--- src/rtl/me_search_engine_pkg.sv ---
// Shared types and width/address helpers for the block-matching motion estimator.
package me_pkg;

    typedef enum logic [1:0] {
        ME_IDLE = 2'd0,
        ME_RUN  = 2'd1,
        ME_CMP  = 2'd2,
        ME_DONE = 2'd3
    } me_state_t;

    function automatic int unsigned dist_width(input int unsigned n, input int unsigned pw);
        return $clog2(n * n * ((32'd1 << pw) - 1) + 1);
    endfunction

    function automatic int unsigned vec_width(input int unsigned p);
        return $clog2(p + 1) + 1;
    endfunction

    function automatic int unsigned ref_addr_width(input int unsigned n);
        return $clog2(n * n);
    endfunction

    function automatic int unsigned srch_addr_width(input int unsigned n, input int unsigned p);
        return $clog2((n + 2 * p) * (n + 2 * p));
    endfunction

    // Displacements are carried as offsets dx+P / dy+P, so the window address stays unsigned.
    function automatic int unsigned disp_addr(input int unsigned row, input int unsigned col,
                                              input int unsigned dx_off, input int unsigned dy_off,
                                              input int unsigned n, input int unsigned p);
        return (row + dy_off) * (n + 2 * p) + (col + dx_off);
    endfunction

endpackage

--- src/rtl/me_search_engine_sad_acc.sv ---
// Absolute-difference accumulator with a one-cycle valid pipe matching the ROM read latency.
module me_sad_acc #(
    parameter int unsigned PW = 8,
    parameter int unsigned DW = 16
) (
    input  logic          clock,
    input  logic          reset,
    input  logic          issue,
    input  logic          flush,
    input  logic [PW-1:0] a,
    input  logic [PW-1:0] b,
    output logic [DW-1:0] acc,
    output logic [DW-1:0] sad
);

    logic          valid;
    logic [PW-1:0] diff;

    always_comb begin
        diff = (a >= b) ? (a - b) : (b - a);
        sad  = acc + (valid ? DW'(diff) : '0);
    end

    always_ff @(posedge clock or posedge reset) begin
        if (reset) begin
            valid <= 1'b0;
            acc   <= '0;
        end else begin
            valid <= issue & ~flush;
            acc   <= flush ? '0 : sad;
        end
    end

endmodule

--- src/rtl/me_search_engine.sv ---
// Full-search motion estimator: walks every candidate in raster order and keeps the first minimum SAD.
module me_search_engine
    import me_pkg::*;
#(
    parameter int unsigned N          = 16,
    parameter int unsigned P          = 8,
    parameter int unsigned PW         = 8,
    parameter int unsigned EARLY_TERM = 1
) (
    input  logic                              clock,
    input  logic                              reset,
    input  logic                              start,
    output logic [ref_addr_width(N)-1:0]      AddressR,
    input  logic [PW-1:0]                     R,
    output logic [srch_addr_width(N, P)-1:0]  AddressS,
    input  logic [PW-1:0]                     S,
    output logic [dist_width(N, PW)-1:0]      BestDist,
    output logic [vec_width(P)-1:0]           motionX,
    output logic [vec_width(P)-1:0]           motionY,
    output logic                              busy,
    output logic                              completed
);

    localparam int unsigned DW  = dist_width(N, PW);
    localparam int unsigned VW  = vec_width(P);
    localparam int unsigned ARW = ref_addr_width(N);
    localparam int unsigned ASW = srch_addr_width(N, P);
    localparam int unsigned CW  = $clog2(N);
    localparam int unsigned OW  = $clog2(2 * P + 1);

    localparam logic [CW-1:0] LAST_RC  = CW'(N - 1);
    localparam logic [OW-1:0] LAST_OFF = OW'(2 * P);
    localparam logic [VW-1:0] P_V      = VW'(P);

    me_state_t     state;
    logic [CW-1:0] row, col;
    logic [OW-1:0] dx_off, dy_off;
    logic [OW-1:0] next_dx, next_dy;
    logic [DW-1:0] best_dist, acc, sad, final_dist;
    logic [VW-1:0] best_x, best_y, cur_x, cur_y, final_x, final_y;
    logic          last_pix, last_cand, abandon, better, run_issue, acc_flush;

    me_sad_acc #(
        .PW(PW),
        .DW(DW)
    ) u_acc (
        .clock(clock),
        .reset(reset),
        .issue(run_issue),
        .flush(acc_flush),
        .a    (R),
        .b    (S),
        .acc  (acc),
        .sad  (sad)
    );

    always_comb begin
        last_pix  = (row == LAST_RC) && (col == LAST_RC);
        last_cand = (dx_off == LAST_OFF) && (dy_off == LAST_OFF);
        // Partial SAD already at or above the best can never win a strict-less compare.
        abandon   = (EARLY_TERM != 0) && (state == ME_RUN) && (acc >= best_dist);
        better    = (state == ME_CMP) && (sad < best_dist);
        run_issue = (state == ME_RUN) && !abandon;
        acc_flush = (state != ME_RUN) || abandon;

        next_dx = (dx_off == LAST_OFF) ? '0 : dx_off + 1'b1;
        next_dy = (dx_off == LAST_OFF) ? dy_off + 1'b1 : dy_off;

        cur_x = VW'(dx_off) - P_V;
        cur_y = VW'(dy_off) - P_V;

        final_dist = better ? sad   : best_dist;
        final_x    = better ? cur_x : best_x;
        final_y    = better ? cur_y : best_y;

        busy      = (state == ME_RUN) || (state == ME_CMP);
        completed = (state == ME_DONE);

        AddressR = '0;
        AddressS = '0;
        if (state == ME_RUN) begin
            AddressR = ARW'(32'(row) * N + 32'(col));
            AddressS = ASW'(disp_addr(32'(row), 32'(col), 32'(dx_off), 32'(dy_off), N, P));
        end
    end

    always_ff @(posedge clock or posedge reset) begin
        if (reset) begin
            state     <= ME_IDLE;
            row       <= '0;
            col       <= '0;
            dx_off    <= '0;
            dy_off    <= '0;
            best_dist <= '0;
            best_x    <= '0;
            best_y    <= '0;
            BestDist  <= '0;
            motionX   <= '0;
            motionY   <= '0;
        end else begin
            case (state)
                ME_IDLE, ME_DONE: begin
                    if (start) begin
                        state     <= ME_RUN;
                        row       <= '0;
                        col       <= '0;
                        dx_off    <= '0;
                        dy_off    <= '0;
                        best_dist <= '1;
                        best_x    <= '0;
                        best_y    <= '0;
                    end
                end
                ME_RUN: begin
                    if (abandon) begin
                        row <= '0;
                        col <= '0;
                        if (last_cand) begin
                            state    <= ME_DONE;
                            BestDist <= final_dist;
                            motionX  <= final_x;
                            motionY  <= final_y;
                        end else begin
                            dx_off <= next_dx;
                            dy_off <= next_dy;
                        end
                    end else if (last_pix) begin
                        state <= ME_CMP;
                        row   <= '0;
                        col   <= '0;
                    end else if (col == LAST_RC) begin
                        col <= '0;
                        row <= row + 1'b1;
                    end else begin
                        col <= col + 1'b1;
                    end
                end
                ME_CMP: begin
                    if (better) begin
                        best_dist <= sad;
                        best_x    <= cur_x;
                        best_y    <= cur_y;
                    end
                    if (last_cand) begin
                        state    <= ME_DONE;
                        BestDist <= final_dist;
                        motionX  <= final_x;
                        motionY  <= final_y;
                    end else begin
                        state  <= ME_RUN;
                        dx_off <= next_dx;
                        dy_off <= next_dy;
                    end
                end
                default: state <= ME_IDLE;
            endcase
        end
    end

endmodule

--- config.mk ---
export PLATFORM = sky130hd
export DESIGN_NAME = me_search_engine
export DESIGN_NICKNAME = d
export VERILOG_FILES = /design/src/rtl/me_search_engine_pkg.sv /design/src/rtl/me_search_engine_sad_acc.sv /design/src/rtl/me_search_engine.sv
export SDC_FILE = /design/constraint.sdc
export NUM_CORES = 1
export LEC_CHECK = 0
export CAP_MARGIN = 10
export CORE_MARGIN = 8
export CORE_UTILIZATION = 50
export CTS_CLUSTER_SIZE = 16
export DETAILED_ROUTE_END_ITERATION = 10
export PLACE_DENSITY = 0.71
export SLEW_MARGIN = 10
export SYNTH_ARGS = -nofsm -noshare
export SYNTH_HDL_FRONTEND = slang
export SYNTH_SLANG_ARGS = --single-unit
--- constraint.sdc ---
create_clock -name clock -period 8 [get_ports clock]
set_clock_uncertainty 0.1 [all_clocks]
set_input_delay 1.6 -clock clock [delete_from_list [all_inputs] [get_ports clock]]
set_output_delay 1.6 -clock clock [all_outputs]
set_load 0.02 [all_outputs]
* Word level (Yosys, flattened, before mapping)
Index checks and enable logic that the tools add are counted.
Word-level totals: logic and storage cells 108, output and inout port bits 46, bits of input ports 19, register bits 89
Cells by class: magnitude comparators 3, mux-type cells 45, bitwise operators 2, equality and inequality tests 13, $add $sub $neg 13, reductions and logical operators 19
Operators by type and width (count):
- $mux W16 | 5
- $mux W5 | 13
- $pmux W16 S2 | 2
- $pmux W5 S2 | 4
- $pmux W5 S3 | 2
- $mux W4 | 7
- $mux W8 | 3
- $add A16 B16 Y16 | 1
- $ge A16 B16 Y1 | 1
- $lt A16 B16 Y1 | 1
- $pmux W4 S2 | 2
- $sub A8 B8 Y8 | 2
- $add A10 B6 Y10 | 1
- $add A5 B1 Y5 const B | 2
- $eq A5 B5 Y1 const B | 2
- $mux W10 | 1
- $mux W2 | 5
- $sub A5 B4 Y5 const B | 2
- $add A4 B1 Y4 const B | 2
- $add A8 B4 Y8 | 1
- $eq A4 B4 Y1 const B | 2
- $ge A8 B8 Y1 | 1
- $reduce_and A2 Y1 | 4
- $add A4 B5 Y6 | 1
- 17 further kinds | 28

* Depth between registers and ports, before layout
depth after elaboration 10, depth in mapped cells 27

* Cells and area by module
A second synthesis with hierarchy kept.
Unflattened totals: cell total of the unflattened synthesis 697, area, all modules 6731.5 µm²
Modules (own cells, without submodules):
- me_search_engine | seq. area each 1801.7 µm², times used 1, area an instance 4745.8 µm², cells each 479
- me_sad_acc | seq. area each 425.4 µm², times used 1, area an instance 1985.7 µm², cells each 218

* Least setup slack after synthesis
No wires, ideal clock.
path kind input-to-reg, start input port R[0], end register motionY[4], data required time 7.775 ns, buffers on the path 3, cell stages on the path 25, setup slack 1.312 ns, data arrival time 6.462 ns, cell sequence inv_1 -> ha_1 -> inv_1 -> fa_1 -> nand3_1 -> nand4_1 -> a221oi_2 -> buf_4 -> mux2i_1 -> xnor2_1 -> and2_1 -> ha_1 -> a2111oi_0 -> a21oi_1 -> a31oi_1 -> buf_2 -> and2_1 -> ha_1 -> a211oi_1 -> o21ai_1 -> a2111oi_2 -> o31a_2 -> buf_6 -> mux2_4 -> mux2_4
On the way: word-level cells in the longest chain between the ends 10, elaborated cells on any way between the ends 12, those cells by class 3 x add/sub; 2 x order compare; 6 x mux; 1 x reduce/logical
RTL lines:
- from (decl) | line me_search_engine.sv:14 | input logic [PW-1:0] R,
- $sub A8 B8 Y8 / $ge A8 B8 Y1 (equally long branches) | line me_search_engine_sad_acc.sv:20 | diff = (a >= b) ? (a - b) : (b - a);
- $mux W8 * | line me_search_engine_sad_acc.sv:20
- $mux W8 * | line me_search_engine_sad_acc.sv:21 | sad = acc + (valid ? DW'(diff) : '0);
- $add A16 B16 Y16 * | line me_search_engine_sad_acc.sv:21
- $lt A16 B16 Y1 * | line me_search_engine.sv:62 | better = (state == ME_CMP) && (sad < best_dist);
- $logic_and A1 B1 Y1 * | line me_search_engine.sv:62
- $mux W5 *
- $mux W5 * | line me_search_engine.sv:118, me_search_engine.sv:144
- $mux W5 | line me_search_engine.sv:115 | if (abandon) begin
- $pmux W5 S2 * | line me_search_engine.sv:101 | case (state)
- to (signal assigned) | line me_search_engine.sv:122 | motionY <= final_y;
- to (signal assigned) | line me_search_engine.sv:148 | motionY <= final_y;
- to (decl) | line me_search_engine.sv:19 | output logic [vec_width(P)-1:0] motionY,
Every way passes the cells marked *; elsewhere a longest branch is shown, timed or not. The select of a mux whose other input is x is not followed. A chain may end at the register's enable or synchronous reset.

* Worst setup path after layout
start input port R[3], end register motionX[4]
On the way: word-level cells in the longest chain between the ends 10, elaborated cells on any way between the ends 12, those cells by class 3 x add/sub; 2 x order compare; 6 x mux; 1 x reduce/logical
RTL lines:
- $sub A8 B8 Y8 / $ge A8 B8 Y1 (equally long branches) | line me_search_engine_sad_acc.sv:20
- $mux W8 * | line me_search_engine_sad_acc.sv:20
- $mux W8 * | line me_search_engine_sad_acc.sv:21
- $add A16 B16 Y16 * | line me_search_engine_sad_acc.sv:21
- $lt A16 B16 Y1 * | line me_search_engine.sv:62
- $logic_and A1 B1 Y1 * | line me_search_engine.sv:62
- $mux W5 *
- $mux W5 * | line me_search_engine.sv:118, me_search_engine.sv:144
- $mux W5 | line me_search_engine.sv:115
- $pmux W5 S2 * | line me_search_engine.sv:101
- to (signal assigned) | line me_search_engine.sv:121 | motionX <= final_x;
- to (signal assigned) | line me_search_engine.sv:147 | motionX <= final_x;
- to (decl) | line me_search_engine.sv:18 | output logic [vec_width(P)-1:0] motionX,
Marks and branches as above.

==> metrics.txt <==
# TYPE chip_impl_metric gauge
chip_impl_metric{name="antenna_found_initial",unit=""} 0
chip_impl_metric{name="worst_ep_arrival_time",unit="ns"} 7.53
chip_impl_metric{name="layout_min_cycle_time",unit="ns"} 7.39
chip_impl_metric{name="required_time_of_the_worst_setup_path",unit="ns"} 8.14
chip_impl_metric{name="syn_avg_cell_area",unit="um2"} 9.33
chip_impl_metric{name="placement.setup.worst_slack",unit="ns"} 0.0792
chip_impl_metric{name="largest_net_degree_at_the_start_of_global_routing",unit=""} 53
chip_impl_info{name="cp_cell_sequence",value="clkdlybuf4s50_1 > inv_1 > ha_1 > a21oi_1 > nand4_1 > a221oi_2 > buf_4 > mux2i_1 > a221oi_1 > mux2i_1 > ha_1 > o21ai_0 > o21ai_0 > nand2_1 > o21ai_0 > and2_1 > ha_1 > a211oi_1 > o21ai_1 > a2111oi_2 > o31a_2 > buf_4 > mux2_4 > mux2_4"} 1
chip_impl_metric{name="synth.net_count",unit=""} 792
chip_impl_metric{name="holdWs",unit="ns"} 0.394
chip_impl_metric{name="floorplan.initialDensity",unit=""} 0.513
chip_impl_info{name="critical_path_start_type",value="input pin"} 1
chip_impl_metric{name="critical_path_buf_inv_count",unit=""} 4
chip_impl_metric{name="critical-path-max-stage-delay",unit="ns"} 0.48
chip_impl_metric{name="cts_buf_count",unit=""} 9
chip_impl_info{name="yosys.cell_count.top_type",value="sky130_fd_sc_hd__dfrtp_1"} 1
chip_impl_info{name="synth.top_cells.by_area",value="sky130_fd_sc_hd__dfrtp_1 34%, sky130_fd_sc_hd__ha_1 14%, sky130_fd_sc_hd__o21ai_0 3.2%, sky130_fd_sc_hd__a21oi_1 3.1%, sky130_fd_sc_hd__mux2i_1 3.1%"} 1
chip_impl_metric{name="gp_congestion",unit=""} 0.923
chip_impl_info{name="tritoncts",value="built"} 1
chip_impl_metric{name="slew_violations",unit=""} 0
chip_impl_metric{name="floorplan.die_area",unit="um2"} 16900
chip_impl_metric{name="grt_pass1_vias",unit=""} 5762
chip_impl_metric{name="syn_to_final_growth",unit="%"} 17.2
chip_impl_metric{name="yosysTopAreaCellShare",unit=""} 0.342
chip_impl_metric{name="post_route_cells_drive_above_1_share",unit=""} 0.0658
chip_impl_metric{name="grt_remaining_overflow",unit=""} 0
chip_impl_metric{name="synthCells",unit=""} 697
chip_impl_metric{name="worst-slew-pin-transition",unit="ns"} 0.982
chip_impl_metric{name="drc_violation_count_after_routing",unit=""} 0
chip_impl_metric{name="ant_nets",unit=""} 0
chip_impl_metric{name="synth.cell_area",unit="um2"} 6510
chip_impl_metric{name="instances_no_fill",unit=""} 932
chip_impl_metric{name="yosysUniqueCellTypes",unit=""} 68
chip_impl_info{name="synth_area_leader",value="sky130_fd_sc_hd__dfrtp_1"} 1
chip_impl_metric{name="place.detailed.instances",unit=""} 912
chip_impl_metric{name="floorplan.die.width",unit="um"} 130
chip_impl_metric{name="achievable-frequency",unit="MHz"} 135
chip_impl_metric{name="setup_viol",unit=""} 0
chip_impl_metric{name="num_vias",unit=""} 5657
chip_impl_info{name="timing.critical_path.to_type",value="flip-flop"} 1
chip_impl_metric{name="nets",unit=""} 851
chip_impl_metric{name="maxCapViolations",unit=""} 0
chip_impl_metric{name="routed_wire_length_per_instance",unit="um"} 19.1
chip_impl_info{name="clock-root-buffer",value="sky130_fd_sc_hd__clkbuf_16"} 1
chip_impl_metric{name="standard_cell_area_after_detailed_placement",unit="um2"} 7290
chip_impl_metric{name="dr.pass1.iters",unit=""} 5
chip_impl_metric{name="core_area",unit="um2"} 12700
chip_impl_metric{name="rows",unit=""} 41
chip_impl_metric{name="post_cts.resized_instances",unit=""} 0
chip_impl_metric{name="synth-seq-cells",unit=""} 89
chip_impl_metric{name="clkTransAtPathRegs",unit="ns"} 0.07
chip_impl_metric{name="top_level_ports",unit=""} 65
chip_impl_metric{name="synth-seq-area-share",unit=""} 0.342
chip_impl_metric{name="drt_iter0_markers",unit=""} 308
chip_impl_metric{name="grt.total_usage",unit=""} 0.219
chip_impl_metric{name="yosysWarnings",unit=""} 0
chip_impl_metric{name="power_per_cell_area",unit="nW/um2"} 289
chip_impl_metric{name="critical_path_peak_fanout",unit=""} 11
chip_impl_metric{name="die_y",unit="um"} 130
chip_impl_metric{name="post_drt_via_cell_ratio",unit=""} 6.07
chip_impl_metric{name="synth_async_sr_flop_share",unit=""} 1.00
chip_impl_metric{name="htreeDepth",unit=""} 3
chip_impl_info{name="synth_ff_type",value="sky130_fd_sc_hd__dfrtp_1"} 1
chip_impl_info{name="path_delay_family",value="compound AO/OA/AOI/OAI gates"} 1
chip_impl_metric{name="count_of_input_and_output_buffers",unit=""} 64
chip_impl_metric{name="timing.final.hold_violations",unit=""} 0
chip_impl_metric{name="leakage",unit="nW"} 3.55
chip_impl_metric{name="timing.setup.tns",unit="ns"} 0
chip_impl_metric{name="insertedDiodeCount",unit=""} 0
chip_impl_metric{name="finalPower",unit="mW"} 2.20
chip_impl_metric{name="post-route-util",unit=""} 0.602
chip_impl_metric{name="timing.final.ws_setup",unit="ns"} 0.607
chip_impl_metric{name="timing.slew.headroom",unit=""} 0.345
chip_impl_metric{name="postLayoutCellArea",unit="um2"} 7620
chip_impl_metric{name="vdd_drop_max",unit="mV"} 0.252
chip_impl_metric{name="route.final.wire_length",unit="um"} 17800
chip_impl_info{name="status",value="finished clean"} 1
chip_impl_metric{name="dp_hpwl",unit="um"} 13000
chip_impl_metric{name="fillerInstances",unit=""} 1093
chip_impl_metric{name="global_route_wire_length_before_repair",unit="um"} 29400
chip_impl_metric{name="period_share",unit=""} 0.924
chip_impl_info{name="setup_repair_after_global_routing_missed_its_margin",value="no"} 1
chip_impl_metric{name="clock-sinks",unit=""} 89
chip_impl_info{name="critPathKind",value="input pin to flip-flop"} 1
chip_impl_metric{name="buffer_levels_on_the_longest_clock_path",unit=""} 2
chip_impl_info{name="worst_hold_path_type",value="flip-flop to flip-flop"} 1
chip_impl_info{name="synth.top_cells.by_count",value="89 x sky130_fd_sc_hd__dfrtp_1, 71 x sky130_fd_sc_hd__ha_1, 53 x sky130_fd_sc_hd__inv_1"} 1
chip_impl_metric{name="clk_latency",unit="ns"} 0.35
chip_impl_metric{name="synth_enable_flop_cells",unit=""} 0
chip_impl_info{name="timing.critical_path.slowest_stage_cell",value="sky130_fd_sc_hd__clkdlybuf4s50_1"} 1
power breakdown:
group	internal (mW)	switching, mW
clock	0.258	0.176
combinational	0.443	0.685
sequential	0.539	0.102
flip-flops by register name, summed over array words and instances (netlist names):
name         flops
col              4
best_x           5
best_y           5
dx_off           5
best_dist       16
BestDist        16
motionX          5
motionY          5
u_acc.acc       16
row              4
dy_off           5
state            2
u_acc.valid      1
cells by family (layout without fill, tap and decap cells):
group                      count (synthesis)  after routing  share of synthesized area
DFF                                       89             89                      0.342
xor gates and xnor gates                  22             22                     0.0296
buffers and inverters                     86            149                     0.0552
muxes                                     30             30                     0.0504
and+or+nand+nor                          174            174                      0.136
adders and majority gates                 76             76                      0.152
AOI/OAI and AO/OA                        220            220                      0.234
cells in the final DEF (no fill, tap or decap), types with 13 or more instances in the layout:
master                            instances
sky130_fd_sc_hd__a21o_1                  13
sky130_fd_sc_hd__a21oi_1                 40
sky130_fd_sc_hd__a2bb2oi_1               13
sky130_fd_sc_hd__and2_1                  27
sky130_fd_sc_hd__buf_4                   16
sky130_fd_sc_hd__clkdlybuf4s50_1         64
sky130_fd_sc_hd__dfrtp_1                 89
sky130_fd_sc_hd__ha_1                    71
sky130_fd_sc_hd__inv_1                   52
sky130_fd_sc_hd__mux2i_1                 20
sky130_fd_sc_hd__nand2_1                 42
sky130_fd_sc_hd__nand3_1                 18
sky130_fd_sc_hd__nor2_1                  31
sky130_fd_sc_hd__o21ai_0                 40
sky130_fd_sc_hd__o31ai_1                 13
sky130_fd_sc_hd__xnor2_1                 15
final timing paths:
check,start,to,slack [ns],cells after the start
setup reg to reg,u_acc.valid,motionX[4],3.23,16
hold / removal,BestDist[14],BestDist[14],0.39,1
setup / recovery,R[3],motionX[4],0.61,24
min in group asynchronous,reset,col[3],1.55,2
max in group asynchronous,reset,u_acc.acc[4],5.11,3
hold reg to reg,BestDist[14],BestDist[14],0.39,1
worst reg2reg max path, cell delays in order, from the launching register on:
cell	delay (ns)
sky130_fd_sc_hd__dfrtp_1	0.48
sky130_fd_sc_hd__nor2b_1	0.19
sky130_fd_sc_hd__ha_1	0.21
sky130_fd_sc_hd__fa_1	0.44
sky130_fd_sc_hd__a211o_1	0.30
sky130_fd_sc_hd__a21oi_1	0.32
sky130_fd_sc_hd__a211oi_1	0.16
sky130_fd_sc_hd__xnor2_1	0.32
sky130_fd_sc_hd__inv_1	0.13
sky130_fd_sc_hd__ha_1	0.21
sky130_fd_sc_hd__a211oi_1	0.24
sky130_fd_sc_hd__o21ai_1	0.13
sky130_fd_sc_hd__a2111oi_2	0.40
sky130_fd_sc_hd__o31a_2	0.28
sky130_fd_sc_hd__buf_4	0.18
sky130_fd_sc_hd__mux2_4	0.31
sky130_fd_sc_hd__mux2_4	0.25
metal layers:
layer / vias to the layer above / wire length (um) / track usage
met5: - / 0 / 0
met4: 0 / 426 / 0.0915
met1: 2778 / 7660 / 0.278
met3: 33 / 1150 / 0.0379
met2: 193 / 8560 / 0.360
li1: 2653 / - / -
repair_timing:
item	CTS	global route
endpoints found under the setup margin	0	16
hold buffers	0	0
setup buffers	0	5
layout make-up:
type	count	area (um2)	area share
tap	172	215	0.0282
timing repair buffer	80	761	0.0998
inverter	54	204	0.0267
sequential	89	2230	0.292
clock buffer	13	260	0.0341
multi-input combinational	522	3920	0.514
clock inverter	2	37.5	0.00492
Power figures use the tool's default switching activity.
